## config.mk

```make
export PLATFORM = sky130hd
export DESIGN_NAME = fsm_op_sequencer
export DESIGN_NICKNAME = d
export VERILOG_FILES = /design/src/rtl/fsm_seq_pkg.sv /design/src/rtl/fsm_seq_prog_mem.sv /design/src/rtl/fsm_op_sequencer.sv
export SDC_FILE = /design/constraint.sdc
export NUM_CORES = 1
export LEC_CHECK = 0
export ABC_AREA = 1
export ABC_CLOCK_PERIOD_IN_PS = 10600
export CAP_MARGIN = 20
export CORE_MARGIN = 10
export CORE_UTILIZATION = 45
export DETAILED_ROUTE_END_ITERATION = 8
export GPL_ROUTABILITY_DRIVEN = 0
export GPL_TIMING_DRIVEN = 0
export HOLD_SLACK_MARGIN = 0.03
export PLACE_DENSITY = 0.7
export SETUP_SLACK_MARGIN = 0.5
export SLEW_MARGIN = 20
export SYNTH_ARGS = -nofsm -noshare
export SYNTH_HDL_FRONTEND = slang
export SYNTH_SLANG_ARGS = --single-unit
```

## constraint.sdc

```tcl
create_clock -name clk -period 10.6 [get_ports clk]
set_input_delay 2.65 -clock clk [delete_from_list [all_inputs] [get_ports clk]]
set_output_delay 2.65 -clock clk [all_outputs]
set_load 0.005 [all_outputs]
```

## src/rtl/fsm_seq_pkg.sv

```systemverilog
// Shared constants, datapath state codes and sequencer state type for the
// nibble-serial operation sequencer.
package fsm_seq_pkg;

  localparam int unsigned N         = 64;
  localparam int unsigned NW        = 4;
  localparam int unsigned NUM_LANES = N / NW;
  localparam int unsigned LIW       = $clog2(NUM_LANES);
  localparam int unsigned DEPTH     = 16;
  localparam int unsigned AW        = $clog2(DEPTH);
  localparam int unsigned LW        = AW + 1;
  localparam int unsigned TIMEOUT   = 64;
  localparam int unsigned TW        = $clog2(TIMEOUT + 1);

  localparam logic [1:0] DRAIN_OP = 2'd1;

  localparam logic [3:0] DP_S0     = 4'd0;
  localparam logic [3:0] DP_S1     = 4'd1;
  localparam logic [3:0] DP_S2     = 4'd2;
  localparam logic [3:0] DP_S3     = 4'd3;
  localparam logic [3:0] DP_S4     = 4'd4;
  localparam logic [3:0] DP_S5     = 4'd5;
  localparam logic [3:0] DP_S6     = 4'd6;
  localparam logic [3:0] DP_S7     = 4'd7;
  localparam logic [3:0] DP_IDLE   = 4'd8;
  localparam logic [3:0] DP_INPUT  = 4'd9;
  localparam logic [3:0] DP_OUTPUT = 4'd10;

  typedef enum logic [2:0] {
    IDLE,
    START,
    LOAD,
    RUN,
    DRAIN,
    COLLECT,
    DONE
  } seq_state_t;

  // Program lengths beyond the memory depth run the whole program.
  function automatic logic [LW-1:0] clamp_len(input logic [LW-1:0] len);
    return (len > LW'(DEPTH)) ? LW'(DEPTH) : len;
  endfunction

endpackage

```

## src/rtl/fsm_seq_prog_mem.sv

```systemverilog
// Op program register file: one synchronous write port, one async read port.
module fsm_seq_prog_mem
  import fsm_seq_pkg::*;
(
  input  logic          clk,
  input  logic          we,
  input  logic [AW-1:0] waddr,
  input  logic [1:0]    wdata,
  input  logic [AW-1:0] raddr,
  output logic [1:0]    rdata_c
);

  logic [1:0] mem [DEPTH];

  always_ff @(posedge clk) begin
    if (we) mem[waddr] <= wdata;
  end

  assign rdata_c = mem[raddr];

endmodule

```

## src/rtl/fsm_op_sequencer.sv

```systemverilog
// Host-side sequencer: loads operands into the nibble-serial datapath, runs
// the op program, drains until OUTPUT and reassembles the 64-bit result.
module fsm_op_sequencer
  import fsm_seq_pkg::*;
(
  input  logic          clk,
  input  logic          rst,
  input  logic          cfg_we,
  input  logic [AW-1:0] cfg_addr,
  input  logic [1:0]    cfg_op,
  input  logic [LW-1:0] prog_len,
  input  logic [N-1:0]  a_in,
  input  logic [N-1:0]  b_in,
  input  logic          go,
  output logic          busy,
  output logic          done,
  output logic          timeout_err,
  output logic [N-1:0]  result,
  output logic          dp_start,
  output logic          dp_input_enable,
  output logic [NW-1:0] dp_a,
  output logic [NW-1:0] dp_b,
  output logic [1:0]    dp_op_val,
  input  logic [3:0]    dp_state_res,
  input  logic          dp_output_valid,
  input  logic [NW-1:0] dp_out
);

  seq_state_t     state_q, state_d;
  logic [N-1:0]   a_q, a_d, b_q, b_d, result_d;
  logic [LW-1:0]  len_q, len_d;
  logic [LIW-1:0] li_q, li_d, ci_q, ci_d;
  logic [AW-1:0]  pc_q, pc_d;
  logic [TW-1:0]  cnt_q, cnt_d;
  logic           terr_d;
  logic           capture, last_lane;
  logic           prog_we_c;
  logic [1:0]     prog_rdata_c;

  assign prog_we_c = cfg_we && (state_q == IDLE);

  fsm_seq_prog_mem u_prog (
    .clk     (clk),
    .we      (prog_we_c),
    .waddr   (cfg_addr),
    .wdata   (cfg_op),
    .raddr   (pc_q),
    .rdata_c (prog_rdata_c)
  );

  // Next-state, counters and result capture.
  always_comb begin
    state_d   = state_q;
    a_d       = a_q;
    b_d       = b_q;
    len_d     = len_q;
    li_d      = li_q;
    pc_d      = pc_q;
    cnt_d     = cnt_q;
    ci_d      = ci_q;
    result_d  = result;
    terr_d    = timeout_err;
    capture   = dp_output_valid &&
                ((state_q == RUN) || (state_q == DRAIN) || (state_q == COLLECT));
    last_lane = capture && (ci_q == LIW'(NUM_LANES - 1));

    if (capture) begin
      result_d[NW*ci_q +: NW] = dp_out;
      ci_d = ci_q + LIW'(1);
    end

    case (state_q)
      IDLE: begin
        if (go) begin
          a_d      = a_in;
          b_d      = b_in;
          len_d    = clamp_len(prog_len);
          result_d = '0;
          terr_d   = 1'b0;
          li_d     = '0;
          pc_d     = '0;
          cnt_d    = '0;
          ci_d     = '0;
          state_d  = START;
        end
      end
      START: begin
        if (dp_state_res == DP_INPUT) begin
          li_d    = '0;
          state_d = LOAD;
        end
      end
      LOAD: begin
        li_d = li_q + LIW'(1);
        if (li_q == LIW'(NUM_LANES - 1)) begin
          pc_d    = '0;
          cnt_d   = '0;
          state_d = (len_q == '0) ? DRAIN : RUN;
        end
      end
      RUN: begin
        if (last_lane) begin
          state_d = DONE;
        end else if (dp_state_res == DP_OUTPUT) begin
          state_d = COLLECT;
        end else if ({1'b0, pc_q} == len_q - LW'(1)) begin
          cnt_d   = '0;
          state_d = DRAIN;
        end else begin
          pc_d = pc_q + AW'(1);
        end
      end
      DRAIN: begin
        cnt_d = cnt_q + TW'(1);
        if (last_lane) begin
          state_d = DONE;
        end else if (dp_state_res == DP_OUTPUT) begin
          state_d = COLLECT;
        end else if (cnt_q == TW'(TIMEOUT - 1)) begin
          terr_d  = 1'b1;
          state_d = DONE;
        end
      end
      COLLECT: begin
        if (last_lane) begin
          state_d = DONE;
        end else if (!dp_output_valid) begin
          terr_d  = 1'b1;
          state_d = DONE;
        end
      end
      DONE:    state_d = IDLE;
      default: state_d = IDLE;
    endcase
  end

  // State, datapath registers and registered outputs derived from next state.
  always_ff @(posedge clk or posedge rst) begin
    if (rst) begin
      state_q         <= IDLE;
      a_q             <= '0;
      b_q             <= '0;
      len_q           <= '0;
      li_q            <= '0;
      pc_q            <= '0;
      cnt_q           <= '0;
      ci_q            <= '0;
      result          <= '0;
      timeout_err     <= 1'b0;
      busy            <= 1'b0;
      done            <= 1'b0;
      dp_start        <= 1'b0;
      dp_input_enable <= 1'b0;
      dp_a            <= '0;
      dp_b            <= '0;
    end else begin
      state_q         <= state_d;
      a_q             <= a_d;
      b_q             <= b_d;
      len_q           <= len_d;
      li_q            <= li_d;
      pc_q            <= pc_d;
      cnt_q           <= cnt_d;
      ci_q            <= ci_d;
      result          <= result_d;
      timeout_err     <= terr_d;
      busy            <= (state_d != IDLE);
      done            <= (state_d == DONE);
      dp_start        <= (state_d == START);
      dp_input_enable <= (state_d == LOAD);
      dp_a            <= (state_d == LOAD) ? a_q[NW*li_d +: NW] : '0;
      dp_b            <= (state_d == LOAD) ? b_q[NW*li_d +: NW] : '0;
    end
  end

  // Op select is squashed the same cycle OUTPUT is seen so no stale entry leaks out.
  always_comb begin
    dp_op_val = 2'd0;
    if (dp_state_res != DP_OUTPUT) begin
      if (state_q == RUN)        dp_op_val = prog_rdata_c;
      else if (state_q == DRAIN) dp_op_val = DRAIN_OP;
    end
  end

endmodule
```

==> flow_summary.yaml, run 1 <==
run_status:
  status: "completed"
route:
  wl_um: 40430
  dr_total_vias: 11620
  wire_per_inst_um: 18.43
  drt_iter0_markers: 991
  dr.pass1.iters: 5
  drt-vias-per-instance: 5.298
  ant_nets: 0
  drc: 0
clock_network:
  clkTransAtPathRegs_ns: 0.06
  cts.path.max_buffers: 3
  postCtsSetupRepairBufs: 0
  clock_sinks: 264
  cts_hold_buffers: 0
  cts_resized: 0
  h-tree-depth: 1
  numCtsBuffers: 29
  cts-root-buf: "clkbuf_16"
  clock_latency_ns: 0.54
  cts_tree: "done"
sta:
  slew_headroom: 0.3759
  max_slew.worst_pin.slew_ns: 0.9362
  rsz0062_at_grt: "no"
  fin_crit_ns: 7.121
  finClkSkew_ns: 0.01153
  setup_viol: 0
  max_freq_mhz: 140.4
  finalHoldViolCount: 0
  fin_setup_tns_ns: 0
  holdWs_ns: 0.4716
  timing.final.ws_setup_ns: 3.479
  slew_viol_final: 0
  fin_crit_sh: 0.6718
cells_and_area:
  final_cells: 2194
  final_core_util: 0.5934
  finalInstanceArea_mm2: 0.01644
  multiInputGateArea_mm2: 0.005071
  fin_nets: 1955
  area_growth_syn_to_layout_pct: 30.42
  regArea_mm2: 0.006766
  n_fill_cell: 2453
  layout-drive-gt1-share: 0.07163
placed_design:
  dpl.hpwl_um: 30120
  pre_cts_slack_ns: 3.485
  dp_cells: 2140
  dpl_cell_area_mm2: 0.01544
  io_buffers: 230
yosys:
  async_flop_share: 0.8788
  synth_edf_count: 32
  synth-seq-area-share: 0.5368
  yosys_warnings: 0
  avgSynthCellArea_um2: 8.239
  synth_cell_types: 48
  synth.most_common_cell: "nand2_1"
  yosysTopAreaCellShare: 0.4605
  synth_common_cells: "nand2_1, dfrtp_1, nand3_1"
  synth_seq_cells: 264
  synth-main-ff-cell: "dfrtp_1"
  synth_top_area_cell: "dfrtp_1"
  postSynthCellCount: 1530
  netlist_area_mm2: 0.01261
  synth_nets: 1692
  synth_area_leaders: "dfrtp_1, nand2_1, nand3_1"
critical_path:
  criticalPathCategory: "input port to output port"
  path_max_fanout: 4
  r2r-end: "result[27]"
  reg2reg_from: "ci_q[0]"
  cp-start-kind: "input port"
  worstPathRequired_ns: 7.95
  crit_path_end_kind: "output port"
  crit_arrival_ns: 4.47
  regToRegSetupSlack_ns: 7.92
  rr_worst_depth: 7
  startpoint: "dp_state_res[3]"
floorplan:
  rows: 61
  dieArea_mm2: 0.03511
  start_util: 0.4550
  die_w_um: 187.4
  fp.coreArea_mm2: 0.02771
  die_height_um: 187.4
  boundaryPins: 231
global_routing:
  grt_pass1_wl_um: 63620
  grt_pass1_vias: 11530
  grt_max_degree: 84
  grt_antenna_before_repair: 1
  grt_overflow: 0
  track_usage: 0.2228
run:
  drv_cap: 0
power:
  powerDensity_mw_per_mm2: 260.1
  peakVddDrop_uv: 128.4
  total_power_mw: 4.276
  p_leak_nw: 7.615
min_path:
  hold_depth: 2
  hp-class: "register to register"
  holdPathEnd: "b_q[29]"
  worstHoldStart: "b_q[29]"
## state kept, by name, indices dropped and copies added (netlist names)
name             count
a_q                 64
b_q                 64
busy                 1
ci_q                 4
cnt_q                7
done                 1
dp_a                 4
dp_b                 4
dp_input_enable      1
dp_start             1
len_q                5
li_q                 4
pc_q                 4
result              64
state_q              3
timeout_err          1
u_prog.mem          32
## metal layers
metal  vias up  share of wire  routed length (um)  track usage
met5         -              0                   0            0
met4         0          0.028                1148      0.06738
met3        69          0.065                2612      0.03691
met2       416           0.47               19170       0.3603
met1      5589           0.43               17490       0.3008
li1       5550              -                   -            -
## cells in the final DEF (no fill, tap or decap), types with 11 or more instances in the layout
| cell type | netlist | final |
|---|---|---|
| nand2_1 | 502 | 502 |
| inv_1 | 89 | 88 |
| dfrtp_1 | 232 | 232 |
| inv_2 | 12 | 12 |
| nor2_1 | 92 | 92 |
| clkinv_2 | 0 | 11 |
| nand3_1 | 209 | 209 |
| clkdlybuf4s50_1 | 0 | 230 |
| edfxtp_1 | 32 | 32 |
| clkbuf_16 | 0 | 29 |
| clkbuf_1 | 39 | 42 |
| buf_2 | 23 | 23 |
| o21ai_0 | 101 | 101 |
| a21oi_1 | 68 | 68 |
## cell families (layout without fill, tap and decap cells)
logic type	Yosys count	in the layout	synth area share
other	0	1	0
adder cells (fa/ha/maj)	10	10	0.009926
AND/OR/NAND/NOR	858	858	0.2935
AO/OA/AOI/OAI	206	206	0.08973
buffers and inverters	179	464	0.06094
flip-flops	264	264	0.5368
XOR/XNOR	12	12	0.008337
multiplexers	1	1	0.0007941
## report_power, final
group	internal (mW)	switching, mW	total (mW)
registers	1.32	0.178	1.50
clock network	0.645	0.418	1.06
logic	0.600	1.11	1.71
total	2.57	1.71	4.28
## layout make-up
cell class                 count  area share
sequential                   264      0.4116
clock inverter                21     0.01568
tap                          378     0.02877
inverter                     104     0.02420
clock buffer                  32     0.04482
multi-input combinational   1087      0.3084
timing repair buffer         232      0.1434
buffer                        75     0.02298
antenna                        1   0.0001522
## worst max-delay path, stage by stage
cell and delay, ns:
clkdlybuf4s50_1 0.45, inv_1 0.03, nor2_1 0.20, nand3_1 0.23
inv_1 0.19, nor2_1 0.08, nand2_1 0.07, o21ai_0 0.09
clkdlybuf4s50_1 0.48
## worst max path at each step
stage	endpoint	slack, ns	cells past startpoint
finish	dp_op_val[0]	3.48	9
global route	dp_op_val[0]	3.34	9
detailed placement	dp_op_val[0]	3.49	9
CTS	dp_op_val[0]	3.48	9
floorplan	a_q[0]	1.59	1
global placement	b_q[25]	-1.31	2
No activity file was read; power rests on OpenSTA's default activity.
==> run 2: changes to the inputs <==
ABC_CLOCK_PERIOD_IN_PS = 6300   (was 10600)
PLACE_DENSITY = 0.73   (was 0.7)
clock period = 6.3 ns   (was 10.6 ns; I/O delays follow)
==> flow_summary.yaml, run 2 (synthesized netlist as in run 1, its figures left out) <==
run_status:
  status: "completed"
placed_design:
  dpl_cell_area_mm2: 0.01552
  pre_cts_slack_ns: 1.337
  dpl.hpwl_um: 30590
  dp_cells: 2145
  io_buffers: 230
clock_network:
  numCtsBuffers: 28
  clock_sinks: 264
  clock_latency_ns: 0.54
  postCtsSetupRepairBufs: 0
  cts.path.max_buffers: 3
  cts_resized: 0
  cts_tree: "done"
  h-tree-depth: 1
  clkTransAtPathRegs_ns: 0.06
  cts-root-buf: "clkbuf_16"
  cts_hold_buffers: 0
cells_and_area:
  mostFrequentLayoutCell: "nand2_1"
  n_fill_cell: 2419
  area_growth_syn_to_layout_pct: 30.83
  fin_nets: 1959
  finalInstanceArea_mm2: 0.01649
  layout-drive-gt1-share: 0.07477
  final_cells: 2199
  layout_common_cells: "nand2_1, dfrtp_1, clkdlybuf4s50_1, nand3_1, o21ai_0"
  reg_top3: "a_q: 64 flops, b_q: 64 flops, result: 64 flops"
global_routing:
  grt_overflow: 0
  track_usage: 0.2229
  grt_pass1_vias: 11690
  grt_max_degree: 36
  grt_antenna_before_repair: 2
  grt_pass1_wl_um: 63800
run:
  drv_cap: 0
sta:
  finalHoldViolCount: 0
  setup_viol: 0
  fin_crit_ns: 4.955
  slew_headroom: 0.3282
  fin_crit_sh: 0.7866
  max_slew.worst_pin.slew_ns: 1.008
  finClkSkew_ns: 0.007657
  timing.final.ws_setup_ns: 1.345
  fin_setup_tns_ns: 0
  rsz0062_at_grt: "no"
  max_freq_mhz: 201.8
  slew_viol_final: 0
power:
  total_power_mw: 7.110
  powerDensity_mw_per_mm2: 431.1
  p_leak_nw: 7.635
  peakVddDrop_uv: 180.8
critical_path:
  crit_path_end_kind: "output port"
  path_max_fanout: 4
  critical_path_buf_inv_count: 4
  cp-start-kind: "input port"
  critical_path.top_delay_family: "buffers and inverters"
  crit_arrival_ns: 3.38
  worstPathCellList: "clkdlybuf4s50_1, inv_1, nor2_1, nand3_1, inv_1, nor2_1, nand2_1, o21ai_0, clkdlybuf4s50_1"
  critPathMaxStageDelay_ns: 0.48
  criticalPathCategory: "input port to output port"
  worstPathRequired_ns: 4.72
  crit_slowest_cell: "clkdlybuf4s50_1"
route:
  ant_nets: 0
  drt_iter0_markers: 1074
  drc: 0
  dr.pass1.iters: 6
  drt-vias-per-instance: 5.281
  wl_met2_um: 19260
  wl_um: 40380
  routed.top_layer: "met4"
  wire_per_inst_um: 18.36
  dr_total_vias: 11610
  wl_met1_um: 17360
  wl_met3_um: 2803
floorplan:
  dieArea_mm2: 0.03511
  start_util: 0.4550
  boundaryPins: 231
  fp.coreArea_mm2: 0.02771
  die_height_um: 187.4
  die_w_um: 187.4
  rows: 61
min_path:
  hp-class: "register to register"
==> run 2: changes by cell type in the layout (fill, tap and decap cells not counted), sizes merged, moves of 4 or more <==
cell    before  now
buf         38   43
clkbuf      71   79
bufinv       6    2
clkinv      16   11
==> run 2: cell type report <==
| type | count | area, um2 | area share |
|---|---|---|---|
| well taps | 378 | 473.0 | 0.02868 |
| clock buffers | 40 | 847.1 | 0.05136 |
| clock inverters | 12 | 115.1 | 0.006980 |
| multi-input cells | 1087 | 5071 | 0.3075 |
| plain buffers | 75 | 377.9 | 0.02291 |
| flip-flops and latches | 264 | 6766 | 0.4103 |
| inverters | 104 | 394.1 | 0.02390 |
| repair buffers | 237 | 2442 | 0.1481 |
| diodes | 2 | 5.005 | 0.0003035 |
==> run 2: where the power goes <==
part	total [mW]	leakage [nW]	switching [mW]	internal, mW
sequential	2.54	3.30	0.309	2.23
clock	1.69	0.478	0.682	1.01
combinational	2.88	3.86	1.86	1.02
total	7.11	7.64	2.85	4.26
==> run 2: worst paths after layout <==
check | startpoint | endpoint | slack (ns) | cells after the start
max | dp_state_res[3] | dp_op_val[0] | 1.34 | 9
min reg2reg | b_q[0] | b_q[0] | 0.47 | 2
min | b_q[0] | b_q[0] | 0.47 | 2
max in group asynchronous | rst | result[5] | 3.80 | 5
max reg2reg | ci_q[0] | result[24] | 3.55 | 7
min in group asynchronous | rst | a_q[16] | 1.47 | 2
==> run 2: worst min-delay path, cell delays in order (launching register included) <==
cell and delay, ns:
dfrtp_1 0.34, nand2_1 0.05, nand2_1 0.05
==> run 2: per-layer routing <==
layer  global-route usage  vias to the layer above
li1                     -                     5555
met1               0.2940                     5579
met2               0.3642                      415
met3              0.04623                       63
met4              0.06215                        0
met5                    0                        -
==> run 2: metrics by stage <==
step / hold slack, ns / util
3_3_place_gp: 0.4485 / 0.5553
4_1_cts: 0.4736 / 0.5951
5_1_grt: 0.4902 / 0.5953
3_5_place_dp: 0.4583 / 0.5604
2_1_floorplan: 0.4332 / -
6_report: 0.4718 / 0.5953
==> run 3: changes to the inputs <==
ABC_CLOCK_PERIOD_IN_PS = 4700   (was 6300)
PLACE_DENSITY = 0.7   (was 0.73)
clock period = 4.7 ns   (was 6.3 ns; I/O delays follow)
==> flow_summary.yaml, run 3 (synthesized netlist as in run 1, its figures left out) <==
placed_design:
  dp_cells: 2146
  dpl.hpwl_um: 30500
  io_buffers: 230
  dpl_cell_area_mm2: 0.01557
sta:
  setup_viol: 0
  rsz0062_at_grt: "no"
  max_slew.worst_pin.slew_ns: 0.9750
  slew_viol_final: 0
  fin_setup_tns_ns: 0
  slew_headroom: 0.3500
  fin_crit_sh: 0.8601
  max_freq_mhz: 247.4
  finClkSkew_ns: 0.01113
  fin_crit_ns: 4.042
  finalHoldViolCount: 0
route:
  ant_nets: 0
  dr.pass1.iters: 6
  dr_total_vias: 11580
  wl_um: 40630
  wire_per_inst_um: 18.43
  drc: 0
  drt-vias-per-instance: 5.252
  drt_iter0_markers: 882
clock_network:
  cts-root-buf: "clkbuf_16"
  cts_tree: "done"
  h-tree-depth: 1
  postCtsSetupRepairBufs: 0
  cts.path.max_buffers: 3
  numCtsBuffers: 30
  clock_sinks: 264
  clock_latency_ns: 0.55
  clkTransAtPathRegs_ns: 0.06
cells_and_area:
  layout-drive-gt1-share: 0.07895
  fin_nets: 1962
  final_cells: 2205
  final_core_util: 0.5987
  area_growth_syn_to_layout_pct: 31.59
  regArea_mm2: 0.006766
  mostFrequentLayoutCell: "nand2_1"
  reg_top3: "a_q: 64 flops, b_q: 64 flops, result: 64 flops"
  n_fill_cell: 2469
  layout_common_cells: "nand2_1, dfrtp_1, clkdlybuf4s50_1, nand3_1, o21ai_0"
  finalInstanceArea_mm2: 0.01659
  multiInputGateArea_mm2: 0.005084
global_routing:
  grt_max_degree: 34
  grt_overflow: 0
  grt_pass1_vias: 11780
  track_usage: 0.2258
  grt_antenna_before_repair: 3
  grt_pass1_wl_um: 64470
floorplan:
  die_w_um: 187.4
  start_util: 0.4550
  dieArea_mm2: 0.03511
  rows: 61
  die_height_um: 187.4
  fp.coreArea_mm2: 0.02771
  boundaryPins: 231
power:
  p_leak_nw: 7.677
  powerDensity_mw_per_mm2: 579.3
  peakVddDrop_uv: 260.1
  total_power_mw: 9.609
critical_path:
  crit_path_end_kind: "output port"
  path_max_fanout: 4
  cp-start-kind: "input port"
  crit_arrival_ns: 2.87
  worstPathRequired_ns: 3.52
  criticalPathCategory: "input port to output port"
run_status:
  status: "completed"
run:
  drv_cap: 0
min_path:
  hp-class: "register to register"
[run 3: cell types whose count changed in the layout (fill, tap and decap cells not counted), moves of 2 or more]
cell       before  now
clkbuf_2        0    3
buf_12          7    5
buf_16          0    3
clkbuf_16      29   31
[run 3: report_power, final]
group          total [mW]  internal [mW]  switching, mW  leakage [nW]
registers            3.38           2.99          0.397          3.30
logic                3.89           1.37           2.52          3.88
clock network        2.34           1.38          0.953         0.492
total                9.61           5.74           3.87          7.68
[run 3: what timing repair did]
item,in CTS,in global routing
hold buffers,0,0
gates resized for setup,1,7
setup endpoints to repair,1,2
[run 3: routing by layer]
| layer | vias up | global-route usage | part of all wire |
|---|---|---|---|
| li1 | 5566 | - | - |
| met1 | 5549 | 0.2946 | 0.43 |
| met2 | 398 | 0.3696 | 0.47 |
| met3 | 68 | 0.04903 | 0.072 |
| met4 | 0 | 0.06646 | 0.026 |
| met5 | - | 0 | 0 |
[run 3: final timing paths]
kind | from | end | slack, ns | cells past startpoint
max | dp_state_res[2] | dp_op_val[1] | 0.66 | 6
min reg2reg | b_q[42] | b_q[42] | 0.46 | 2
min | b_q[42] | b_q[42] | 0.46 | 2
max reg2reg | ci_q[0] | result[26] | 2.00 | 7
max in group asynchronous | rst | result[54] | 2.65 | 5
min in group asynchronous | rst | a_q[14] | 1.03 | 2
[run 3: area by class of cell]
type                            instances  share of cell area
Multi-Input combinational cell       1087              0.3065
Antenna cell                            3           0.0004526
Tap cell                              378             0.02851
Sequential cell                       264              0.4079
Clock inverter                         11            0.005129
Inverter                              104             0.02399
Timing Repair Buffer                  238              0.1498
Clock buffer                           45             0.05476
Buffer                                 75             0.02300
[run 3: critical path: stages]
cell	delay (ns)
clkdlybuf4s50_1	0.50
nor2_4	0.06
nand3_2	0.10
inv_1	0.10
nor4_1	0.35
clkdlybuf4s50_1	0.58
[run 3: per-stage QoR]
stage               setup slack [ns]  hold slack, ns
floorplan                     0.4891          0.4332
CTS                           0.5316          0.4650
global placement              -1.284          0.4498
global route                  0.5531          0.4874
finish                        0.6578          0.4637
detailed placement            0.5350          0.4504
